--- src/rtl/calc_pkg.sv ---
// ============================================================================
// calc_pkg : shared op and FSM state encodings for the calculator ALU
// Rev 1.0  : initial release
// ============================================================================
`default_nettype none

package calc_pkg;

  localparam int OP_W = 2;

  localparam logic [OP_W-1:0] OP_ADD = 2'd0;
  localparam logic [OP_W-1:0] OP_SUB = 2'd1;
  localparam logic [OP_W-1:0] OP_MUL = 2'd2;
  localparam logic [OP_W-1:0] OP_DIV = 2'd3;

  typedef enum logic [1:0] {
    ST_IDLE = 2'd0,
    ST_LOAD = 2'd1,
    ST_EXEC = 2'd2,
    ST_DONE = 2'd3
  } state_t;

endpackage

`default_nettype wire

--- src/rtl/calc_iter_core.sv ---
// ============================================================================
// calc_iter_core : shared shift datapath for shift-add MUL and restoring DIV
// Rev 1.0        : initial release
// ============================================================================
`default_nettype none

module calc_iter_core #(
  parameter int DATA_W = 16
) (
  input  logic              clk,
  input  logic              n_rst,
  input  logic              init,
  input  logic              step,
  input  logic              mode_div,
  input  logic [DATA_W-1:0] opa,
  input  logic [DATA_W-1:0] opb,
  output logic [DATA_W-1:0] acc_next,
  output logic [DATA_W-1:0] sreg_next,
  output logic              cnt_zero
);

  localparam int CNT_W = $clog2(DATA_W);

  logic [DATA_W-1:0] acc_q, acc_d;
  logic [DATA_W-1:0] sreg_q, sreg_d;
  logic [DATA_W-1:0] oper_q, oper_d;
  logic [CNT_W-1:0]  cnt_q, cnt_d;
  logic [DATA_W:0]   sum;
  logic [DATA_W:0]   shifted;
  logic [DATA_W:0]   diff;

  assign cnt_zero = (cnt_q == '0);

  always_comb begin
    // MUL: {acc,sreg} is the partial product, multiplier consumed from sreg LSB.
    // DIV: acc is the partial remainder, sreg shifts dividend out and quotient in.
    sum     = {1'b0, acc_q} + (sreg_q[0] ? {1'b0, oper_q} : '0);
    shifted = {acc_q, sreg_q[DATA_W-1]};
    diff    = shifted - {1'b0, oper_q};
    if (mode_div) begin
      if (!diff[DATA_W]) begin
        acc_next  = diff[DATA_W-1:0];
        sreg_next = {sreg_q[DATA_W-2:0], 1'b1};
      end else begin
        acc_next  = shifted[DATA_W-1:0];
        sreg_next = {sreg_q[DATA_W-2:0], 1'b0};
      end
    end else begin
      acc_next  = sum[DATA_W:1];
      sreg_next = {sum[0], sreg_q[DATA_W-1:1]};
    end

    acc_d  = acc_q;
    sreg_d = sreg_q;
    oper_d = oper_q;
    cnt_d  = cnt_q;
    if (init) begin
      acc_d  = '0;
      sreg_d = mode_div ? opa : opb;
      oper_d = mode_div ? opb : opa;
      cnt_d  = CNT_W'(DATA_W - 1);
    end else if (step) begin
      acc_d  = acc_next;
      sreg_d = sreg_next;
      if (cnt_q != '0) cnt_d = cnt_q - CNT_W'(1);
    end
  end

  always_ff @(posedge clk or negedge n_rst) begin
    if (!n_rst) begin
      acc_q  <= '0;
      sreg_q <= '0;
      oper_q <= '0;
      cnt_q  <= '0;
    end else begin
      acc_q  <= acc_d;
      sreg_q <= sreg_d;
      oper_q <= oper_d;
      cnt_q  <= cnt_d;
    end
  end

endmodule

`default_nettype wire

--- src/rtl/calc_alu_seq.sv ---
// ============================================================================
// calc_alu_seq : sequential ADD/SUB/MUL/DIV unit started by parser_done rise
// Optional macro CALC_SIGNED_EN selects two's complement operands.
// Rev 1.0      : initial release
// ============================================================================
`default_nettype none

module calc_alu_seq
  import calc_pkg::*;
#(
  parameter int DATA_W = 16,
  parameter int RES_W  = 2 * DATA_W  // derived; leave at default
) (
  input  logic              clk,
  input  logic              n_rst,
  input  logic              parser_done,
  input  logic [OP_W-1:0]   op,
  input  logic [DATA_W-1:0] src1,
  input  logic [DATA_W-1:0] src2,
  output logic [RES_W-1:0]  calc_res,
  output logic              calc_done,
  output logic              busy,
  output logic              div_zero
);

  state_t            state_q, state_d;
  logic              d1_q, d2_q;
  logic [DATA_W-1:0] a_q, a_d, b_q, b_d;
  logic [OP_W-1:0]   op_q, op_d;
  logic [RES_W-1:0]  calc_res_q, calc_res_d;
  logic              calc_done_q, calc_done_d;
  logic              busy_q, busy_d;
  logic              div_zero_q, div_zero_d;

  logic              start, init, step, div0, single;
  logic [DATA_W-1:0] mag_a, mag_b, quo, rem;
  logic [DATA_W-1:0] acc_next, sreg_next;
  logic              cnt_zero;
  logic [RES_W-1:0]  ext_a, ext_b, add_res, sub_res, mul_res;
`ifdef CALC_SIGNED_EN
  logic              neg_q, neg_r;
`endif

  calc_iter_core #(.DATA_W(DATA_W)) u_core (
    .clk       (clk),
    .n_rst     (n_rst),
    .init      (init),
    .step      (step),
    .mode_div  (op_q == OP_DIV),
    .opa       (mag_a),
    .opb       (mag_b),
    .acc_next  (acc_next),
    .sreg_next (sreg_next),
    .cnt_zero  (cnt_zero)
  );

  always_comb begin
`ifdef CALC_SIGNED_EN
    // Iterate on magnitudes; signs are reapplied when the result is registered.
    neg_q   = a_q[DATA_W-1] ^ b_q[DATA_W-1];
    neg_r   = a_q[DATA_W-1];
    mag_a   = neg_r ? -a_q : a_q;
    mag_b   = b_q[DATA_W-1] ? -b_q : b_q;
    ext_a   = RES_W'($signed(a_q));
    ext_b   = RES_W'($signed(b_q));
    mul_res = neg_q ? -{acc_next, sreg_next} : {acc_next, sreg_next};
    quo     = neg_q ? -sreg_next : sreg_next;
    rem     = neg_r ? -acc_next : acc_next;
`else
    mag_a   = a_q;
    mag_b   = b_q;
    ext_a   = RES_W'(a_q);
    ext_b   = RES_W'(b_q);
    mul_res = {acc_next, sreg_next};
    quo     = sreg_next;
    rem     = acc_next;
`endif
    add_res = ext_a + ext_b;
    sub_res = ext_a + ~ext_b + RES_W'(1);
  end

  always_comb begin
    start  = d1_q & ~d2_q;
    div0   = (op_q == OP_DIV) && (b_q == '0);
    single = (op_q == OP_ADD) || (op_q == OP_SUB) || div0;

    state_d    = state_q;
    a_d        = a_q;
    b_d        = b_q;
    op_d       = op_q;
    calc_res_d = calc_res_q;
    div_zero_d = div_zero_q;
    init       = 1'b0;
    step       = 1'b0;

    case (state_q)
      ST_IDLE: begin
        if (start) begin
          state_d = ST_LOAD;
          a_d     = src1;
          b_d     = src2;
          op_d    = op;
        end
      end
      ST_LOAD: begin
        init       = 1'b1;
        div_zero_d = 1'b0;
        state_d    = ST_EXEC;
      end
      ST_EXEC: begin
        if (single) begin
          state_d    = ST_DONE;
          div_zero_d = div0;
          if (div0)                calc_res_d = {a_q, {DATA_W{1'b1}}};
          else if (op_q == OP_ADD) calc_res_d = add_res;
          else                     calc_res_d = sub_res;
        end else begin
          step = 1'b1;
          // Last step: register the post-step value straight from the core.
          if (cnt_zero) begin
            state_d    = ST_DONE;
            calc_res_d = (op_q == OP_MUL) ? mul_res : {rem, quo};
          end
        end
      end
      ST_DONE: state_d = ST_IDLE;
      default: state_d = ST_IDLE;
    endcase

    busy_d      = (state_d != ST_IDLE);
    calc_done_d = (state_d == ST_DONE);
  end

  always_ff @(posedge clk or negedge n_rst) begin
    if (!n_rst) begin
      state_q     <= ST_IDLE;
      d1_q        <= 1'b0;
      d2_q        <= 1'b0;
      a_q         <= '0;
      b_q         <= '0;
      op_q        <= OP_ADD;
      calc_res_q  <= '0;
      calc_done_q <= 1'b0;
      busy_q      <= 1'b0;
      div_zero_q  <= 1'b0;
    end else begin
      state_q     <= state_d;
      d1_q        <= parser_done;
      d2_q        <= d1_q;
      a_q         <= a_d;
      b_q         <= b_d;
      op_q        <= op_d;
      calc_res_q  <= calc_res_d;
      calc_done_q <= calc_done_d;
      busy_q      <= busy_d;
      div_zero_q  <= div_zero_d;
    end
  end

  assign calc_res  = calc_res_q;
  assign calc_done = calc_done_q;
  assign busy      = busy_q;
  assign div_zero  = div_zero_q;

endmodule

`default_nettype wire
--- config.mk ---
export PLATFORM = sky130hd
export DESIGN_NAME = calc_alu_seq
export DESIGN_NICKNAME = d
export VERILOG_FILES = /design/src/rtl/calc_pkg.sv /design/src/rtl/calc_iter_core.sv /design/src/rtl/calc_alu_seq.sv
export SDC_FILE = /design/constraint.sdc
export NUM_CORES = 1
export LEC_CHECK = 0
export CAP_MARGIN = 5
export CORE_AREA = 2 2 185 187
export CTS_BUF_LIST = sky130_fd_sc_hd__clkbuf_4 sky130_fd_sc_hd__clkbuf_8
export DETAILED_ROUTE_END_ITERATION = 10
export DIE_AREA = 0 0 187 189
export GPL_ROUTABILITY_DRIVEN = 0
export PLACE_DENSITY = 0.53
export SLEW_MARGIN = 25
export SYNTH_ARGS = -nofsm -noshare
export SYNTH_HDL_FRONTEND = slang
export SYNTH_HIERARCHICAL = 1
export SYNTH_SLANG_ARGS = --single-unit
--- constraint.sdc ---
create_clock -name clk -period 3.4 [get_ports clk]
set_clock_uncertainty 0.1 [all_clocks]
set_input_delay 0.68 -clock clk [delete_from_list [all_inputs] [get_ports clk]]
set_output_delay 0.68 -clock clk [all_outputs]
set_load 0.005 [all_outputs]
======== Word level (Yosys, flattened, before mapping) ========
Cells that the tools add are included.
cells by class
  bitwise gates (word level) .............. 3
  eq/ne operators ......................... 7
  add/sub/neg operators ................... 6
  muxes and demuxes ....................... 27
  reductions and logical operators ........ 17
operator list
  operator                                             count
  two-way mux 16 bit                                   10
  two-way mux 32 bit                                   4
  adder 16 x 32 -> 32 bit                              1
  adder 32 x 1 -> 32 bit, second input constant        1
  inverter 16 -> 32 bit                                1
  adder 16 x 16 -> 17 bit                              1
  adder 16 x 17 -> 17 bit                              1
  subtractor 17 x 16 -> 17 bit                         1
  logical NOT 16 bit                                   1
  two-way mux 4 bit                                    3
  nonzero test 2 bit                                   5
  equality test 2 bit, second input constant           4
  one-hot mux 2 bit (4 select lines)                   1
  AND reduction 2 bit                                  4
  two-way mux 2 bit                                    3
  two-way mux 1 bit                                    5
  equality test 2 x 1 -> 1 bit, second input constant  2
  logical NOT 2 bit                                    2
  logical NOT 4 bit                                    1
  nonzero test 4 bit                                   1
  subtractor 4 x 1 -> 4 bit, second input constant     1
  logical OR 1 bit                                     2
  inequality test 2 bit, second input constant         1
  one-hot mux 1 bit (2 select lines)                   1
  other kinds (3)                                      3
word-level totals
  register bits after elaboration ......... 125
  output and inout port bits .............. 35

======== Longest topological paths before layout ========
  depth in word-level cells ............... 7
  depth in mapped cells ................... 17
  depth with buffers taken out ............ 15

======== Cells and area by module ========
Netlist, hierarchy kept.
modules (own cells, without submodules)
  module          cells each  instances  seq. area each (sq um)  area each (sq um)
  calc_alu_seq    559         1          1826.8                  5007.3
  calc_iter_core  580         1          1301.2                  4865.9

======== Least setup slack after synthesis ========
OpenSTA, ideal clock, no wires.
  path kind ............................... reg-to-reg
  from .................................... reg u_core.sreg_q[15]
  to ...................................... reg calc_res_q[16] (netlist: calc_res[16])
  slack ................................... 0.278 ns
  path buffers ............................ 1
  data arrival time ....................... 2.900 ns
  library setup time ...................... 0.122 ns
  cell stages (with the launch flop) ...... 16
  cells stage by stage .................... dfrtp_1 inv_1 ha_1 inv_1 fa_1 a211oi_2 o21ai_2 o211ai_4 a21o_1 nand3_2 buf_6 a211oi_1 nor2_1 a21boi_0 mux2i_1 a32o_1
on the way
  word-level cells in the longest chain between the ends .. 5
RTL lines
  item                          RTL line              RTL
  from (decl)                   calc_iter_core.sv:25  logic [DATA_W-1:0] sreg_q, sreg_d;
  from (signal assigned)        calc_iter_core.sv:77  sreg_q <= sreg_d;
  subtractor 17 x 16 -> 17 bit  calc_iter_core.sv:39  diff = shifted - {1'b0, oper_q};
  two-way mux 16 bit *          calc_iter_core.sv:41  if (!diff[DATA_W]) begin
  two-way mux 16 bit *          calc_iter_core.sv:40  if (mode_div) begin
  net acc_next[0]               calc_alu_seq.sv:37    logic [DATA_W-1:0] acc_next, sreg_next;
  two-way mux 32 bit *          calc_alu_seq.sv:120   if (cnt_zero) begin
  two-way mux 32 bit *          calc_alu_seq.sv:111   if (single) begin
  to (signal assigned)          calc_alu_seq.sv:153   calc_res_q <= calc_res_d;
  to (decl)                     calc_alu_seq.sv:30    logic [RES_W-1:0] calc_res_q, calc_res_d;
The timed path passes the listed nets; every way through them passes the cells marked *. The select of a mux whose other input is x is not followed.
A chain may end at the register's enable or synchronous reset.

======== Final worst setup path ========
  from .................................... reg u_core.oper_q[0]
  to ...................................... reg calc_res_q[29] (netlist: calc_res[29])
on the way
  word-level cells in the longest chain between the ends .. 5
RTL lines
  item                                                                RTL line                                    RTL
  from (decl)                                                         calc_iter_core.sv:26                        logic [DATA_W-1:0] oper_q, oper_d;
  from (signal assigned)                                              calc_iter_core.sv:78                        oper_q <= oper_d;
  two-way mux 16 bit or subtractor 17 x 16 -> 17 bit (tied branches)  calc_iter_core.sv:37, calc_iter_core.sv:39
  adder 16 x 17 -> 17 bit or two-way mux 16 bit (tied branches)       calc_iter_core.sv:37, calc_iter_core.sv:41
  two-way mux 16 bit *                                                calc_iter_core.sv:40
  net acc_next[13]                                                    calc_alu_seq.sv:37
  two-way mux 32 bit *                                                calc_alu_seq.sv:120
  two-way mux 32 bit *                                                calc_alu_seq.sv:111
Marked as above.

==> flow_summary_export.csv <==
group,metric,value,unit
run_status,status,"finished clean",
setup_path,start_kind,"flop",
clock_network,insertion_delay,0.46,ns
layout,finish.utilization,36.38,%
layout,fillers,3456,
logic_synthesis,syn_inst,1139,
logic_synthesis,postSynthNetCount,1250,
global_routing,grt_max_degree,79,
timing,relSlewSlack,45.74,%
floorplanning,row_count,67,
setup_path,end_kind,"flop",
logic_synthesis,synth_edf_count,0,
setup_path,worst-setup-path-type,"flop to flop",
global_routing,grt_pass1_wl,51.76,mm
layout,seq_area,3128,um^2
timing,rsz0062_at_grt,"true",
routing,route.detailed.drc,0,
global_routing,grt_pass1_vias,8945,
global_routing,gr-total-overflow,0,
setup_path,worstPathRequired,3.68,ns
routing,wl,33.15,mm
layout,antennaDiodeCount,0,
timing,setup_tns,0,ns
layout,num-nets-final,1362,
setup_path,path_cells,"and2_1, ha_1, fa_1, a21oi_2, o211ai_1, a221o_1, o41a_1, xor2_1, nor2_1, nor2_1, nand2_1, nor2_1, a21oi_1, a31oi_1",
setup_path,r2r_start,"u_core/oper_q[0]",
clock_network,htreeDepth,4,
routing,drt-vias-per-instance,5.250,
floorplanning,ioPinCount,72,
timing,hold-worst-slack,0.1576,ns
logic_synthesis,synth.distinct_cells,83,
setup_path,worstSetupEndpoint,"calc_res[29]",
timing,setup_violations,0,
global_routing,antenna_found_initial,0,
run,cap_violations,0,
layout,drive_above_1_share,17.80,%
clock_network,clockBufferDepth,2,
logic_synthesis,synth-async-reset-ratio,100.0,%
logic_synthesis,synthTopCellsByArea,"dfrtp_1 (32%), ha_1 (8.7%), mux2_2 (6.4%)",
routing,vias,8988,
setup_path,path_max_fanout,3,
timing,period_minus_slack,3.284,ns
floorplanning,die_h,189,um
logic_synthesis,syn_area_per_cell,8.668,um^2
routing,ant_nets,0,
floorplanning,start_util,29.67,%
clock_network,numCtsBuffers,17,
logic_synthesis,synth_ff_type,"dfrtp_1",
logic_synthesis,synth_top_cell_by_area,"dfrtp_1",
global_routing,track_usage,18.88,%
min_path,hold_path.class,"input port to asynchronous set/reset pin",
setup_path,ff2ff_path_depth,14,
routing,drt-initial-drc-count,612,
setup_path,critPathMaxStageDelay,0.43,ns
setup_path,startpoint,"u_core/oper_q[0]",
layout,final_cell_mix,"nor2_1 (131), dfrtp_1 (125), a21oi_1 (92), nand2_1 (87), buf_4 (77)",
timing,max_clock_freq,304.5,MHz
setup_path,critPathSlowestCell,"dfrtp_1",
clock_network,clk_pin_slew,0.08,ns
logic_synthesis,yosys_warnings,6,
logic_synthesis,synth_top_area_share,31.68,%
timing,fin_crit_sh,96.59,%
timing,worstMarginPinSlew,0.8120,ns
logic_synthesis,ys_seq_area_share,31.68,%
placement,hpwl,24.79,mm
logic_synthesis,netlist_area,9873,um^2
setup_path,path_common_cell,"nor2_1",
floorplanning,fp.dieW,187,um
setup_path,reg2reg_to,"calc_res[29]",
timing,hold_viol_final,0,
setup_path,arrival,3.56,ns
clock_network,clock-root-buffer,"clkbuf_8",
layout,multiInputGateArea,6371,um^2
placement,placement.io_buffers,71,
timing,slew_viol_final,0,
routing,wl_per_cell,19.36,um
layout,area_growth,22.65,%
floorplanning,die_area,35340,um^2
layout,final_common_cell,"nor2_1",
floorplanning,core-area,33280,um^2
setup_path,rrSetupSlack,0.12,ns
logic_synthesis,synth_seq_cells,125,
routing,firstDrtPassIters,5,
clock_network,cts.sinks,125,
clock_network,cts_tree,"yes",
[synthesized netlist by cell type (15+ instances only)]
library cell	count
nand2_1	87
a31oi_1	22
nor2_1	136
dfrtp_1	125
and2_1	20
a21oi_1	94
ha_1	69
inv_1	67
mux2_2	56
mux2i_1	40
nor2b_1	15
xnor2_1	22
nor3_1	15
clkbuf_1	36
o21ai_0	72
a21o_1	22
xor2_1	15
[sequential cells by signal, indices dropped and copies added (netlist names), 2 cells and up]
| register | flops |
|---|---|
| a_q | 16 |
| b_q | 16 |
| calc_res | 32 |
| op_q | 2 |
| state_q | 2 |
| u_core/acc_q | 16 |
| u_core/cnt_q | 4 |
| u_core/oper_q | 16 |
| u_core/sreg_q | 16 |
[through the flow]
step / instance area (um^2) / instances / setup slack [ns]
after global routing: 12110 / 1712 / -0.04205
after detailed placement: 11470 / 1672 / 0.1003
final: 12110 / 1712 / 0.1160
after global placement: 11470 / 1672 / 0.1802
after floorplan: 9873 / 1139 / 0.2783
after CTS: 11920 / 1704 / 0.08406
[how the worst min path moves through the flow]
stage                     start              end  slack, ns  depth (start not counted)
after detailed placement   d1_q             d2_q       0.32                          0
after floorplan            d1_q             d2_q       0.27                          0
final                     n_rst  u_core/cnt_q[3]       0.16                          1
after global placement     d1_q             d2_q       0.31                          0
after CTS                 n_rst  u_core/acc_q[0]       0.15                          1
after global routing      n_rst          b_q[13]       0.17                          1
[cell type report]
cell class / instances / share of cell area (%)
clock buffers: 25 / 2.532
clock inverters: 7 / 1.116
inverters: 68 / 2.108
multi-input cells: 887 / 52.61
flip-flops and latches: 125 / 25.83
well taps: 448 / 4.629
repair buffers: 152 / 11.17
[layer usage]
| layer | GRT usage (%) | share of wire, % | vias up |
|---|---|---|---|
| li1 | - | - | 4329 |
| met1 | 25.45 | 47 | 4381 |
| met2 | 30.93 | 46 | 239 |
| met3 | 2.910 | 4.1 | 39 |
| met4 | 6.288 | 2.5 | 0 |
| met5 | 0 | 0 | - |
[critical path: cells and delay by family (launching register included)]
family          cells  cell delay, ns
compound gates      6            1.29
xor+xnor            1            0.20
fa+ha+maj           2            0.64
flops               1            0.43
simple gates        5            0.54
[logic make-up (layout without fill, tap and decap cells)]
family,Yosys count,after routing,share of synthesized area (%)
adders and majority gates,74,74,9.758
buffers and inverters,127,252,5.348
xor gates and xnor gates,37,37,3.282
AOI/OAI and AO/OA,335,335,23.03
DFF,125,125,31.68
muxes,96,96,10.44
and+or+nand+nor,345,345,16.46
[what timing repair did]
item | in CTS | in global routing
endpoints found under the hold margin | 0 | 0
hold buffers | 0 | 0
endpoints found under the setup margin | 0 | 12
buffers inserted | 0 | 8
gates resized for setup | 0 | 27
Power is not shown: default switching activity piles up to over one toggle a cycle in this logic, so the estimate is an artifact.
